`src/rtl/mem_port_arbiter.sv`:
```
// Arbiter sharing one single-ported synchronous memory between instruction fetch and load/store.
// One transaction in flight, fixed read latency, data priority with a fetch starvation limit.
module mem_port_arbiter #(
  parameter int LAT        = 1,
  parameter int STARVE_MAX = 3
) (
  input  logic        clk,
  input  logic        reset,
  input  logic        if_req,
  input  logic [31:0] if_addr,
  input  logic        if_kill,
  output logic        if_gnt,
  output logic        if_rvalid,
  output logic [31:0] if_rdata,
  input  logic        d_req,
  input  logic        d_we,
  input  logic [31:0] d_addr,
  input  logic [31:0] d_wdata,
  input  logic [3:0]  d_be,
  output logic        d_gnt,
  output logic        d_rvalid,
  output logic [31:0] d_rdata,
  output logic        mem_en,
  output logic        mem_we,
  output logic [31:0] mem_addr,
  output logic [31:0] mem_wdata,
  output logic [3:0]  mem_be,
  input  logic [31:0] mem_rdata,
  output logic        busy
);

  localparam logic [2:0] LAT_C    = 3'(LAT);
  localparam logic [2:0] STARVE_C = 3'(STARVE_MAX);

  typedef enum logic [0:0] {
    IDLE = 1'b0,
    BUSY = 1'b1
  } state_t;

  state_t     state_r, state_nxt_s;
  logic [2:0] cnt_r, cnt_nxt_s;
  logic [2:0] starve_r, starve_nxt_s;
  logic       owner_d_r, owner_nxt_s;
  logic       kill_r, kill_nxt_s;

  logic done_s, free_s, if_elig_s, if_gnt_s, d_gnt_s, any_gnt_s;

  // Arbitration: port is free when idle or on the response cycle of the current access
  always_comb begin
    done_s    = (state_r == BUSY) && (cnt_r == LAT_C);
    free_s    = (state_r == IDLE) || done_s;
    if_elig_s = if_req && !if_kill;
    if_gnt_s  = 1'b0;
    d_gnt_s   = 1'b0;
    if (reset) begin
      if_gnt_s = 1'b0;
      d_gnt_s  = 1'b0;
    end else if (free_s) begin
      if (if_elig_s && (!d_req || (starve_r == STARVE_C))) begin
        if_gnt_s = 1'b1;
      end else if (d_req) begin
        d_gnt_s = 1'b1;
      end else begin
        if_gnt_s = 1'b0;
        d_gnt_s  = 1'b0;
      end
    end else begin
      if_gnt_s = 1'b0;
      d_gnt_s  = 1'b0;
    end
    any_gnt_s = if_gnt_s || d_gnt_s;
  end

  // Next-state: latency counter, owner tracking and the fetch kill flag
  always_comb begin
    state_nxt_s = state_r;
    cnt_nxt_s   = cnt_r;
    owner_nxt_s = owner_d_r;
    case (state_r)
      IDLE: begin
        if (any_gnt_s) begin
          state_nxt_s = BUSY;
          cnt_nxt_s   = 3'd1;
          owner_nxt_s = d_gnt_s;
        end else begin
          state_nxt_s = IDLE;
          cnt_nxt_s   = 3'd0;
        end
      end
      BUSY: begin
        if (!done_s) begin
          cnt_nxt_s = cnt_r + 3'd1;
        end else if (any_gnt_s) begin
          state_nxt_s = BUSY;
          cnt_nxt_s   = 3'd1;
          owner_nxt_s = d_gnt_s;
        end else begin
          state_nxt_s = IDLE;
          cnt_nxt_s   = 3'd0;
        end
      end
      default: begin
        state_nxt_s = IDLE;
        cnt_nxt_s   = 3'd0;
        owner_nxt_s = 1'b0;
      end
    endcase

    // A kill during an outstanding fetch hides its response; the flag lives until completion
    if (done_s) begin
      kill_nxt_s = 1'b0;
    end else if ((state_r == BUSY) && !owner_d_r && if_kill) begin
      kill_nxt_s = 1'b1;
    end else begin
      kill_nxt_s = kill_r;
    end

    if (if_gnt_s || !if_req) begin
      starve_nxt_s = 3'd0;
    end else if (d_gnt_s && if_req && !if_kill && (starve_r < STARVE_C)) begin
      starve_nxt_s = starve_r + 3'd1;
    end else begin
      starve_nxt_s = starve_r;
    end
  end

  // State registers with synchronous reset
  always_ff @(posedge clk) begin
    if (reset) begin
      state_r   <= IDLE;
      cnt_r     <= 3'd0;
      starve_r  <= 3'd0;
      owner_d_r <= 1'b0;
      kill_r    <= 1'b0;
    end else begin
      state_r   <= state_nxt_s;
      cnt_r     <= cnt_nxt_s;
      starve_r  <= starve_nxt_s;
      owner_d_r <= owner_nxt_s;
      kill_r    <= kill_nxt_s;
    end
  end

  assign if_gnt    = if_gnt_s;
  assign d_gnt     = d_gnt_s;
  assign if_rvalid = done_s && !owner_d_r && !kill_r && !if_kill && !reset;
  assign d_rvalid  = done_s && owner_d_r && !reset;
  assign if_rdata  = mem_rdata;
  assign d_rdata   = mem_rdata;

  // Memory request follows the winner in the grant cycle; address parks on the fetch address
  assign mem_en    = any_gnt_s;
  assign mem_we    = d_we && d_gnt_s;
  assign mem_be    = d_gnt_s ? d_be : 4'b0000;
  assign mem_wdata = d_wdata;
  assign mem_addr  = d_gnt_s ? d_addr : if_addr;

  assign busy = (state_r == BUSY) && !(done_s && !any_gnt_s) && !reset;

endmodule

```
`config.mk`:
```
export PLATFORM = sky130hd
export DESIGN_NAME = mem_port_arbiter
export DESIGN_NICKNAME = d
export VERILOG_FILES = /design/src/rtl/mem_port_arbiter.sv
export SDC_FILE = /design/constraint.sdc
export NUM_CORES = 1
export LEC_CHECK = 0
export ABC_AREA = 1
export BUFFER_PORTS_ARGS = -buffer_cell sky130_fd_sc_hd__buf_4
export CORE_AREA = 2 2 107 109
export CTS_BUF_LIST = sky130_fd_sc_hd__clkbuf_16
export DETAILED_ROUTE_END_ITERATION = 10
export DIE_AREA = 0 0 109 111
export PLACE_DENSITY_LB_ADDON = 0.25
export RECOVER_POWER = 100
export SKIP_LAST_GASP = 1
export SLEW_MARGIN = 20
export SYNTH_ARGS = -nofsm -noshare
export SYNTH_HDL_FRONTEND = slang
export SYNTH_SLANG_ARGS = --single-unit
```
`constraint.sdc`:
```
create_clock -name clk -period 1.46 [get_ports clk]
set_input_delay 0.146 -clock clk [delete_from_list [all_inputs] [get_ports clk]]
set_output_delay 0.146 -clock clk [all_outputs]
set_load 0.03 [all_outputs]
```
# Word-level counts from Yosys, hierarchy flattened
# Cells that the tools add are included.
# W data, S select, Z words.
[word_totals]
input_bits = 138
ff_bits = 9
out_inout_bits = 139
[classes]
n_reduce_logical = 32
eq_ne = 3
order_cmp = 1
n_mux = 18
n_bitwise = 1
addsub = 2
[op_table]
columns = ["op", "count"]
rows = [
  ["$mux W32", 1],
  ["$logic_and A1 B1 Y1", 18],
  ["$mux W1", 12],
  ["$logic_not A1 Y1", 8],
  ["$add A3 B1 Y3 const B", 2],
  ["$pmux W3 S2", 1],
  ["$logic_or A1 B1 Y1", 4],
  ["$mux W4", 1],
  ["$pmux W1 S2", 2],
  ["$reduce_or A2 Y1", 2],
  ["$eq A3 B1 Y1 const B", 1],
  ["$eq A3 B2 Y1 const B", 1],
  ["$lt A3 B2 Y1 const B", 1],
  ["$mux W3", 1],
  ["$ne A2 B1 Y1 const B", 1],
  ["$not A1 Y1", 1],
]

# Longest topological paths before layout
# Gate-level depths: netlist of the first run.
[depth]
depth_word = 12
mapped_depth = 11
depth_no_buf = 10

# Least setup slack after synthesis of the first run
# OpenSTA, ideal clock, no wires.
[synth_timing]
path_type = "reg2out"
from = "register cnt_r[0]"
to = "output port if_rvalid"
t_arrival_ps = 1669
setup_slack_ps = -355
stages_incl_launch_ff = 6
n_path_buf = 0
cell_sequence = "dfxtp_1 ha_1 inv_1 nor2_1 nand2_1 nor4_1"
[synth_between]
elab_chain_len = 6
[synth_rtl]
columns = ["item", "line", "source"]
rows = [
  ["from (decl)", "41", "logic [2:0] cnt_r, cnt_nxt_s;"],
  ["from (signal assigned)", "137", "cnt_r <= cnt_nxt_s;"],
  ["$eq A3 B1 Y1", "50", "done_s = (state_r == BUSY) && (cnt_r == LAT_C);"],
  ["$logic_and A1 B1 Y1", "50", ""],
  ["$logic_and A1 B1 Y1 (4 in a row)", "146", "assign if_rvalid = done_s && !owner_d_r && !kill_r && !if_kill && !reset;"],
  ["to (decl)", "13", "output logic if_rvalid,"],
]
# No other way between the ends.

# Worst setup path in the final report of the first run
[layout_timing]
from = "register starve_r[0]"
to = "output port busy"
[layout_between]
elab_chain_len = 12
[layout_rtl]
columns = ["item", "line", "source"]
rows = [
  ["from (decl)", "42", "logic [2:0] starve_r, starve_nxt_s;"],
  ["from (signal assigned)", "138", "starve_r <= starve_nxt_s;"],
  ["$eq A3 B2 Y1 (*)", "59", "if (if_elig_s && (!d_req || (starve_r == STARVE_C))) begin"],
  ["$logic_or A1 B1 Y1 (*)", "59", ""],
  ["$logic_and A1 B1 Y1 (*)", "59", ""],
  ["$mux W1", "59", ""],
  ["$mux W1", "58", "end else if (free_s) begin"],
  ["$mux W1", "55", "if (reset) begin"],
  ["$logic_or A1 B1 Y1 (*)", "71", "any_gnt_s = if_gnt_s || d_gnt_s;"],
  ["$logic_not A1 Y1 (*)", "158", "assign busy = (state_r == BUSY) && !(done_s && !any_gnt_s) && !reset;"],
  ["$logic_and A1 B1 Y1 (*)", "158", ""],
  ["$logic_not A1 Y1 (*)", "158", ""],
  ["$logic_and A1 B1 Y1 (*) (2 in a row)", "158", ""],
  ["to (decl)", "29", "output logic busy"],
]
# Mark *: on every way between the ends. The rest lies on a longest branch, timed or not.

==> summary.md, run 1 <==
The share of cells above drive strength 1 was 78.5%. TritonCTS built the clock tree. In this run the tool buffered the top-level ports with 116 buffer cells.

The die boundary height came out at 111 µm. The pre-antenna-repair detailed-routing pass consisted of 4 iterations. The post-synthesis sequential element count was 9. The number of placed instances, taps included, is 465. The register-to-register setup slack is -220 ps. The critical path starts at starve_r[0].

Clock tree synthesis inserted a total of 3 buffers. The critical path ends at busy. The TritonCTS sink count is 9.

The worst register-to-register path begins at starve_r[0]. The predominant post-synthesis flop cell is sky130_fd_sc_hd__dfxtp_1. Setup repair after global routing could not meet its margin everywhere.

Entering global routing, the biggest net connects 23 pins. The worst setup path is of the reg2out kind. For the worst-case vdd ir drop, the log shows 473 µV. On the final layout, the worst hold slack is 230 ps. Counting cells, the worst reg-to-reg path comes to 13.

After the first detailed-routing iteration, the DRC count stood at 31. The logs give 433 for the post-synthesis net count and 80.8% for the remaining max-slew budget at the tightest pin. A synthesized cell averages 5.97 µm². The count of final hold-check violations came out at 0. Using the TritonRoute via totals, the vias-per-cell ratio works out to 3.63. The run gives 1 as the number of H-tree branching levels. Global routing consumed, over all layers together, 8.41% of the routing resources. Derived from the worst setup path, the maximum achievable clock frequency is 522 MHz.

The run finished, with violations left. The initial utilization of the core area, before any placement, comes to 15.7%. After synthesis, flip-flops and latches occupy 10.4% of the total area. The routed wire length per instance was 11.7 µm. The checks that failed: setup timing. The worst setup path is launched from a flop. The pin slew with the least headroom to its limit came out at 287 ps. The run gives 291 as the count of mapped cells out of synthesis. The path class of the tightest hold or removal check is in2reg. The routed layout has 1754 vias. The time the worst path needs with I/O delays and setup is 1910 ps, and the setup slack at placement is -294 ps.

The number of antenna diodes in the final layout is 0. Yosys mapped a number of flops with a built-in enable equal to 0. The die is 109 µm wide. The final instance area was 0.00321 mm².

The run gives 0.00253 mm² as the post-placement cell area. The synthesized area is 0.00174 mm², and the first-pass GRT wire length is 8070 µm. The tools report the initial antenna violation count as 0. The longest clock path from root to sink contains 2 buffers.

Global routing finished with a remaining overflow of 0. Final worst clock skew: 7.06 ps. The run gives 0 as the count of synthesis-stage warnings from yosys. The run gives 483 as the final standard cell count with taps included and fillers excluded.

The share of flip-flops with an asynchronous set or reset works out to 0%. After layout, the worst path uses 131% of the clock period. The analysis attributes to cell leakage a power of 1.69 nW.

Power per cell area: 579 mW/mm². For the number of placement rows, the log shows 39. The final max-slew violation count was 0. The post-detailed-placement half-perimeter wirelength is 4100 µm. At the end of routability-driven placement, the weighted congestion stood at 0.722. The worst setup path is captured at a primary output.

The biggest fanout along the worst timing path came out at 18. The DRC violation count after routing was 0; the required arrival time at the worst endpoint was 1310 ps. 277 I/O pins were placed.

The sum of negative setup slack came out at -17290 ps. The tools report the die area as 0.0121 mm². Synthesis instantiated 23 different standard cells from the library. The tools report the setup slack of the critical path after layout as -454 ps. The core box area was 0.0111 mm²; the number of max-cap violations was 0. The final design utilization was 29.0%; the total power consumption of the routed design was 1.86 mW.

At the worst endpoint, the arrival time is 1770 ps. In this run, post-CTS hold repair placed 0 buffers. From synthesis to final layout, the design area changed by 85.0%.

For this block, the routed nets add up to 5670 µm of wire. The tools report the number of global-route vias before repair as 1747. The terminus of the critical flop-to-flop path was starve_r[2]. The final net count was 483; the final setup violation count was 45.

The count of nets left with antenna violations once routing finished came out at 0. The run gives 1217 as the layout filler cell count. Clock latency on the worst-skew pair, taken at its later pin, is 240 ps.

After clock tree synthesis, the clock-pin slew on the worst setup and hold paths is 40 ps. The tree is rooted in a sky130_fd_sc_hd__clkbuf_16.
-- cell usage after synthesis (2+ instances only) --
| library cell | n | area share, % |
|---|---|---|
| sky130_fd_sc_hd__buf_4 | 96 | 41 |
| sky130_fd_sc_hd__nand2_2 | 3 | 1.1 |
| sky130_fd_sc_hd__a21oi_1 | 3 | 0.86 |
| sky130_fd_sc_hd__buf_6 | 3 | 1.9 |
| sky130_fd_sc_hd__nor2_1 | 16 | 3.5 |
| sky130_fd_sc_hd__inv_2 | 3 | 0.65 |
| sky130_fd_sc_hd__nand2_1 | 114 | 25 |
| sky130_fd_sc_hd__buf_2 | 3 | 0.86 |
| sky130_fd_sc_hd__nand3_1 | 3 | 0.86 |
| sky130_fd_sc_hd__inv_1 | 22 | 4.8 |
| sky130_fd_sc_hd__dfxtp_1 | 9 | 10 |
| sky130_fd_sc_hd__ha_1 | 4 | 2.9 |
| sky130_fd_sc_hd__nor3_1 | 2 | 0.58 |
-- final cells by class --
cell class	instances	area [µm²]	area share (%)
timing repair buffer	148	1380	42.9
multi-input combinational	154	1300	40.3
sequential	9	184	5.72
tap	143	179	5.57
inverter	25	96.3	3.00
clock buffer	3	75.1	2.34
clock inverter	1	5.00	0.156
-- per-layer routing --
layer | vias up | track usage, % | wire (µm)
li1 | 872 | - | -
met1 | 773 | 8.34 | 2000
met2 | 96 | 16.5 | 3060
met3 | 13 | 1.82 | 496
met4 | 0 | 3.08 | 108
met5 | - | 0 | 0
-- critical path, stage by stage (launching register included) --
cell,delay [ps]
sky130_fd_sc_hd__dfxtp_2,320
sky130_fd_sc_hd__ha_4,160
sky130_fd_sc_hd__ha_4,150
sky130_fd_sc_hd__inv_2,40
sky130_fd_sc_hd__nand2_2,50
sky130_fd_sc_hd__nand2_4,90
sky130_fd_sc_hd__buf_12,110
sky130_fd_sc_hd__nand3_4,90
sky130_fd_sc_hd__buf_12,180
sky130_fd_sc_hd__nand3_2,80
sky130_fd_sc_hd__nand2_1,60
sky130_fd_sc_hd__inv_2,50
sky130_fd_sc_hd__buf_4,140
-- what timing repair did --
action,CTS,global route
setup endpoints to repair,46,47
gates cloned,4,0
pin swaps,6,16
endpoints found under the hold margin,0,0
setup buffers,8,4
gates resized for setup,65,54
-- placed cells by master, fill, tap and decap left out, types with 2 or more instances in the layout --
master and instances:
sky130_fd_sc_hd__buf_4 105, sky130_fd_sc_hd__nand2_4 55, sky130_fd_sc_hd__nand2_1 32, sky130_fd_sc_hd__buf_6 31, sky130_fd_sc_hd__nand2_2 30, sky130_fd_sc_hd__inv_1 18
sky130_fd_sc_hd__nor2_1 8, sky130_fd_sc_hd__nor2_4 7, sky130_fd_sc_hd__inv_2 6, sky130_fd_sc_hd__dfxtp_1 6, sky130_fd_sc_hd__buf_12 5, sky130_fd_sc_hd__buf_16 4
sky130_fd_sc_hd__ha_4 3, sky130_fd_sc_hd__clkbuf_16 3, sky130_fd_sc_hd__dfxtp_2 3, sky130_fd_sc_hd__nor2_2 2, sky130_fd_sc_hd__nand3_2 2, sky130_fd_sc_hd__a21oi_2 2
sky130_fd_sc_hd__clkbuf_4 2
-- report_power, final --
| group | total [mW] | internal, mW | leakage (nW) | switching [mW] |
|---|---|---|---|---|
| Sequential | 0.266 | 0.258 | 0.0747 | 0.00855 |
| Combinational | 1.10 | 0.535 | 1.58 | 0.567 |
| Clock | 0.492 | 0.362 | 0.0409 | 0.130 |
| Total | 1.86 | 1.15 | 1.69 | 0.706 |
-- cell families (layout without fill, tap and decap cells) --
kind of cell,after synthesis,after routing,synth area share (%)
compound gates,6,6,2.23
xor+xnor,1,1,0.504
fa+ha+maj,4,4,2.88
buf+inv,128,177,50.6
flops,9,9,10.4
simple gates,143,143,33.4
-- sequential cells by signal, summed over array words and instances (netlist names) --
register   flops
owner_d_r      1
cnt_r          3
state_r        1
starve_r       3
kill_r         1
-- worst min-delay path by stage --
| stage | to | cells after the start | slack [ps] | start |
|---|---|---|---|---|
| after global routing | owner_d_r | 3 | 240 | reset |
| after global placement | mem_wdata[0] | 0 | 290 | d_wdata[0] |
| after detailed placement | mem_wdata[0] | 0 | 290 | d_wdata[0] |
| final | owner_d_r | 3 | 230 | reset |
| after CTS | owner_d_r | 3 | 230 | reset |
| after floorplan | owner_d_r | 1 | 220 | reset |
(Power assumes the default switching activity.)
==> run 2, diff against run 1 <==
CELL_PAD_IN_SITES_DETAIL_PLACEMENT = 2   (was not set)
CELL_PAD_IN_SITES_GLOBAL_PLACEMENT = 2   (was not set)
CORE_AREA = 2 2 135 137   (was 2 2 107 109)
DIE_AREA = 0 0 137 139   (was 0 0 109 111)
==> run 2 against run 1 <==
The run still ends with setup timing left. Critical path depth did not move. Routed wire length rose by 23%. Worst setup slack got worse by 4.8 ps. Worst hold slack improved by 26 ps. First-iteration DRC count fell by 65%. Die area rose by 57%. Final cell count rose by 19%. Register-to-register slack improved by 30 ps. Maximum frequency fell by 0.25%. Sequential power barely moved. Critical path type unchanged. Critical endpoint is now mem_addr[11]. Largest power group unchanged.
==> summary.md, run 2 (same netlist as run 1, synthesis figures left out) <==
The run finished, with violations left. Violations in the final reports: setup timing (unchanged). The number of nets with antenna violations after detailed routing was 0 (unchanged). TritonCTS built the clock tree.

The worst-case vdd ir drop was 276 µV (was 473 µV); the detailed-router iteration count before antenna repair was 3 (was 4). The share of cells above drive strength 1 was 73.0% (was 78.5%); the power per cell area was 567 mW/mm² (was 579 mW/mm²). Largest regs: cnt_r (3), starve_r (3) (unchanged). The tools report the startpoint of the worst-slack reg-to-reg timing path as starve_r[0] (unchanged). The clock buffer count from CTS was 3 (unchanged); the core box area was 0.0177 mm² (was 0.0111 mm²). The routed wire length per instance was 12.1 µm (was 11.7 µm). The type of the worst setup path is reg2out (unchanged). The die boundary height is 139 µm (was 111 µm), and the ratio of final minimum period to clock period is 131% (about the same).

The clock input transition at the sequential cells of the worst setup and hold paths works out to 40 ps (about the same). The final standard cell count with taps included and fillers excluded is 574 (was 483), and the number of hold-repair buffers added at the cts stage is 0 (unchanged). The count of final hold-check violations came out at 0 (unchanged). The required arrival time at the worst endpoint is 1310 ps (about the same).

The logs give 556 (was 465) for the placed instance count and 0 (unchanged) for the number of max-cap violations. The data arrival time of the worst path was 1770 ps (about the same); the number of violations reported at the end of detailed-routing iteration 0 was 11 (was 31). For the initial antenna violation count, the log shows 0 (unchanged). Post-detailed-placement half-perimeter wirelength: 5650 µm (was 4100 µm). The tools report the master cell of the clock root buffer as sky130_fd_sc_hd__clkbuf_16 (unchanged).

The startpoint kind of the worst setup timing path was a flop (unchanged). The path type of the worst min-delay path was in2reg (unchanged). For the overall track demand over capacity in global routing, the log shows 6.91% (was 8.41%).

The worst setup path startpoint is starve_r[0] (unchanged). The run gives 1843 (was 1754) as the total via count after detailed routing. The met3 track demand over resource came out at 1.54% (was 1.82%). The critical path capture point type is a primary output (unchanged). The clock latency of the later-clocked register in the worst-skew pair is 240 ps (about the same), and the number of global-route vias before repair is 2034 (was 1747).

DRC violation count after routing: 0 (unchanged). Most frequent cells in the layout: sky130_fd_sc_hd__buf_4, sky130_fd_sc_hd__nand2_1, sky130_fd_sc_hd__nand2_4 (was sky130_fd_sc_hd__buf_4, sky130_fd_sc_hd__nand2_4, sky130_fd_sc_hd__nand2_1). Width of the chip: 137 µm (was 109 µm). The run gives 1.67 nW (was 1.69 nW) as the static power due to leakage. The number of buffers on the longest clock path is 2 (unchanged). The number of vias per cell after detailed routing is 3.21 (was 3.63).

For the worst-case hold slack, the log shows 255 ps (was 230 ps). The biggest fanout along the worst timing path came out at 7 (was 18). The weighted congestion reported at the end of routability-driven placement was 0.692 (was 0.722); the TritonCTS sink count was 9 (unchanged). For the die area, the log shows 0.0190 mm² (was 0.0121 mm²). The time the worst path needs with I/O delays and setup works out to 1920 ps (was 1910 ps).

The run gives 10400 µm (was 8070 µm) as the first-pass GRT wire length. The number of top-level pins came out at 277 (unchanged). The final setup violation count was 47 (was 45). The number of placement rows came out at 49 (was 39). The count of buffers inserted at the top-level ports is 116 (unchanged), and the setup slack of the critical path after layout is -459 ps (was -454 ps). The maximum clock rate was 521 MHz (was 522 MHz).

Number of H-tree branching levels: 1 (unchanged). The tools report the largest net degree at the start of global routing as 15 (was 23). The remaining max-slew budget at the tightest pin is 79.1% (was 80.8%). The area growth from synthesis to layout is 89.0% (was 85.0%). The most congested layer reported by global routing is met2 (unchanged). Leading cell type in the layout, fill and taps excluded: sky130_fd_sc_hd__buf_4 (unchanged).

The logs give 13.3% (was 16.5%) for the global routing met2 resource utilization and 18.6% (was 29.0%) for the final design utilization. The setup slack at placement is -268 ps (was -294 ps). For the final net count, the log shows 488 (was 483). The run gives 0 (unchanged) as the final max-slew violation count.

The total wire length after detailed routing came out at 6970 µm (was 5670 µm). The initial cell density of the core came out at 9.84% (was 15.7%). The met1 track demand over resource is 7.28% (was 8.34%).

Setup repair after global routing could not meet its margin everywhere. The logs give 0 (unchanged) for the remaining global-route overflow and 5.86 ps (was 7.06 ps) for the final worst clock skew. Pin slew with the least headroom to its limit: 313 ps (was 287 ps). The tools report the hold path startpoint as reset (unchanged).

The count of inserted antenna diode cells was 0 (unchanged).
==> run 2: worst paths after layout <==
kind,to,cells past startpoint,slack [ps]
min reg2reg,owner_d_r,2,540
max reg2reg,starve_r[2],12,-190
max,mem_addr[11],12,-460
min,state_r,3,260
==> run 2: worst max-delay path: stages (launching register included) <==
cell and delay (ps):
sky130_fd_sc_hd__dfxtp_2 330, sky130_fd_sc_hd__ha_4 160, sky130_fd_sc_hd__ha_4 150, sky130_fd_sc_hd__inv_2 40, sky130_fd_sc_hd__nand2_2 60, sky130_fd_sc_hd__nand2_4 90
sky130_fd_sc_hd__inv_4 50, sky130_fd_sc_hd__nor2_8 140, sky130_fd_sc_hd__buf_4 140, sky130_fd_sc_hd__buf_12 140, sky130_fd_sc_hd__nand2_4 60, sky130_fd_sc_hd__nand2_4 60
sky130_fd_sc_hd__buf_6 120
==> run 2: final cells by class <==
class | instances | area (µm²)
clock buffer | 3 | 75.1
fill | 2062 | 14400
sequential | 9 | 188
timing repair buffer | 153 | 1400
tap | 229 | 287
multi-input combinational | 154 | 1230
clock inverter | 1 | 5.00
inverter | 25 | 96.3
==> run 2: metrics by stage <==
stage	instance area (µm²)	TNS (ps)	total power, mW
6_report	3280	-18190	1.86
5_1_grt	3280	-22620	1.98
4_1_cts	3110	-18490	1.82
3_5_place_dp	2720	-9480	1.21
3_3_place_gp	2720	-8760	1.19
2_1_floorplan	2100	-2370	1.27
==> run 2: where the power goes <==
group	total [mW]	internal, mW	switching (mW)
logic	1.10	0.530	0.568
clock network	0.496	0.362	0.134
registers	0.268	0.257	0.0111
total	1.86	1.15	0.713
==> run 2: metal layers <==
metal | up-vias | share of wire (%)
li1 | 878 | -
met1 | 880 | 36
met2 | 68 | 56
met3 | 17 | 7.4
met4 | 0 | 1.2
met5 | - | 0
==> run 2: repair_timing <==
action                     in CTS  in global routing
gates resized for setup        48                 49
gates cloned                    2                  0
buffers inserted                9                  4
setup endpoints to repair      46                 47
pin swaps                       8                  7
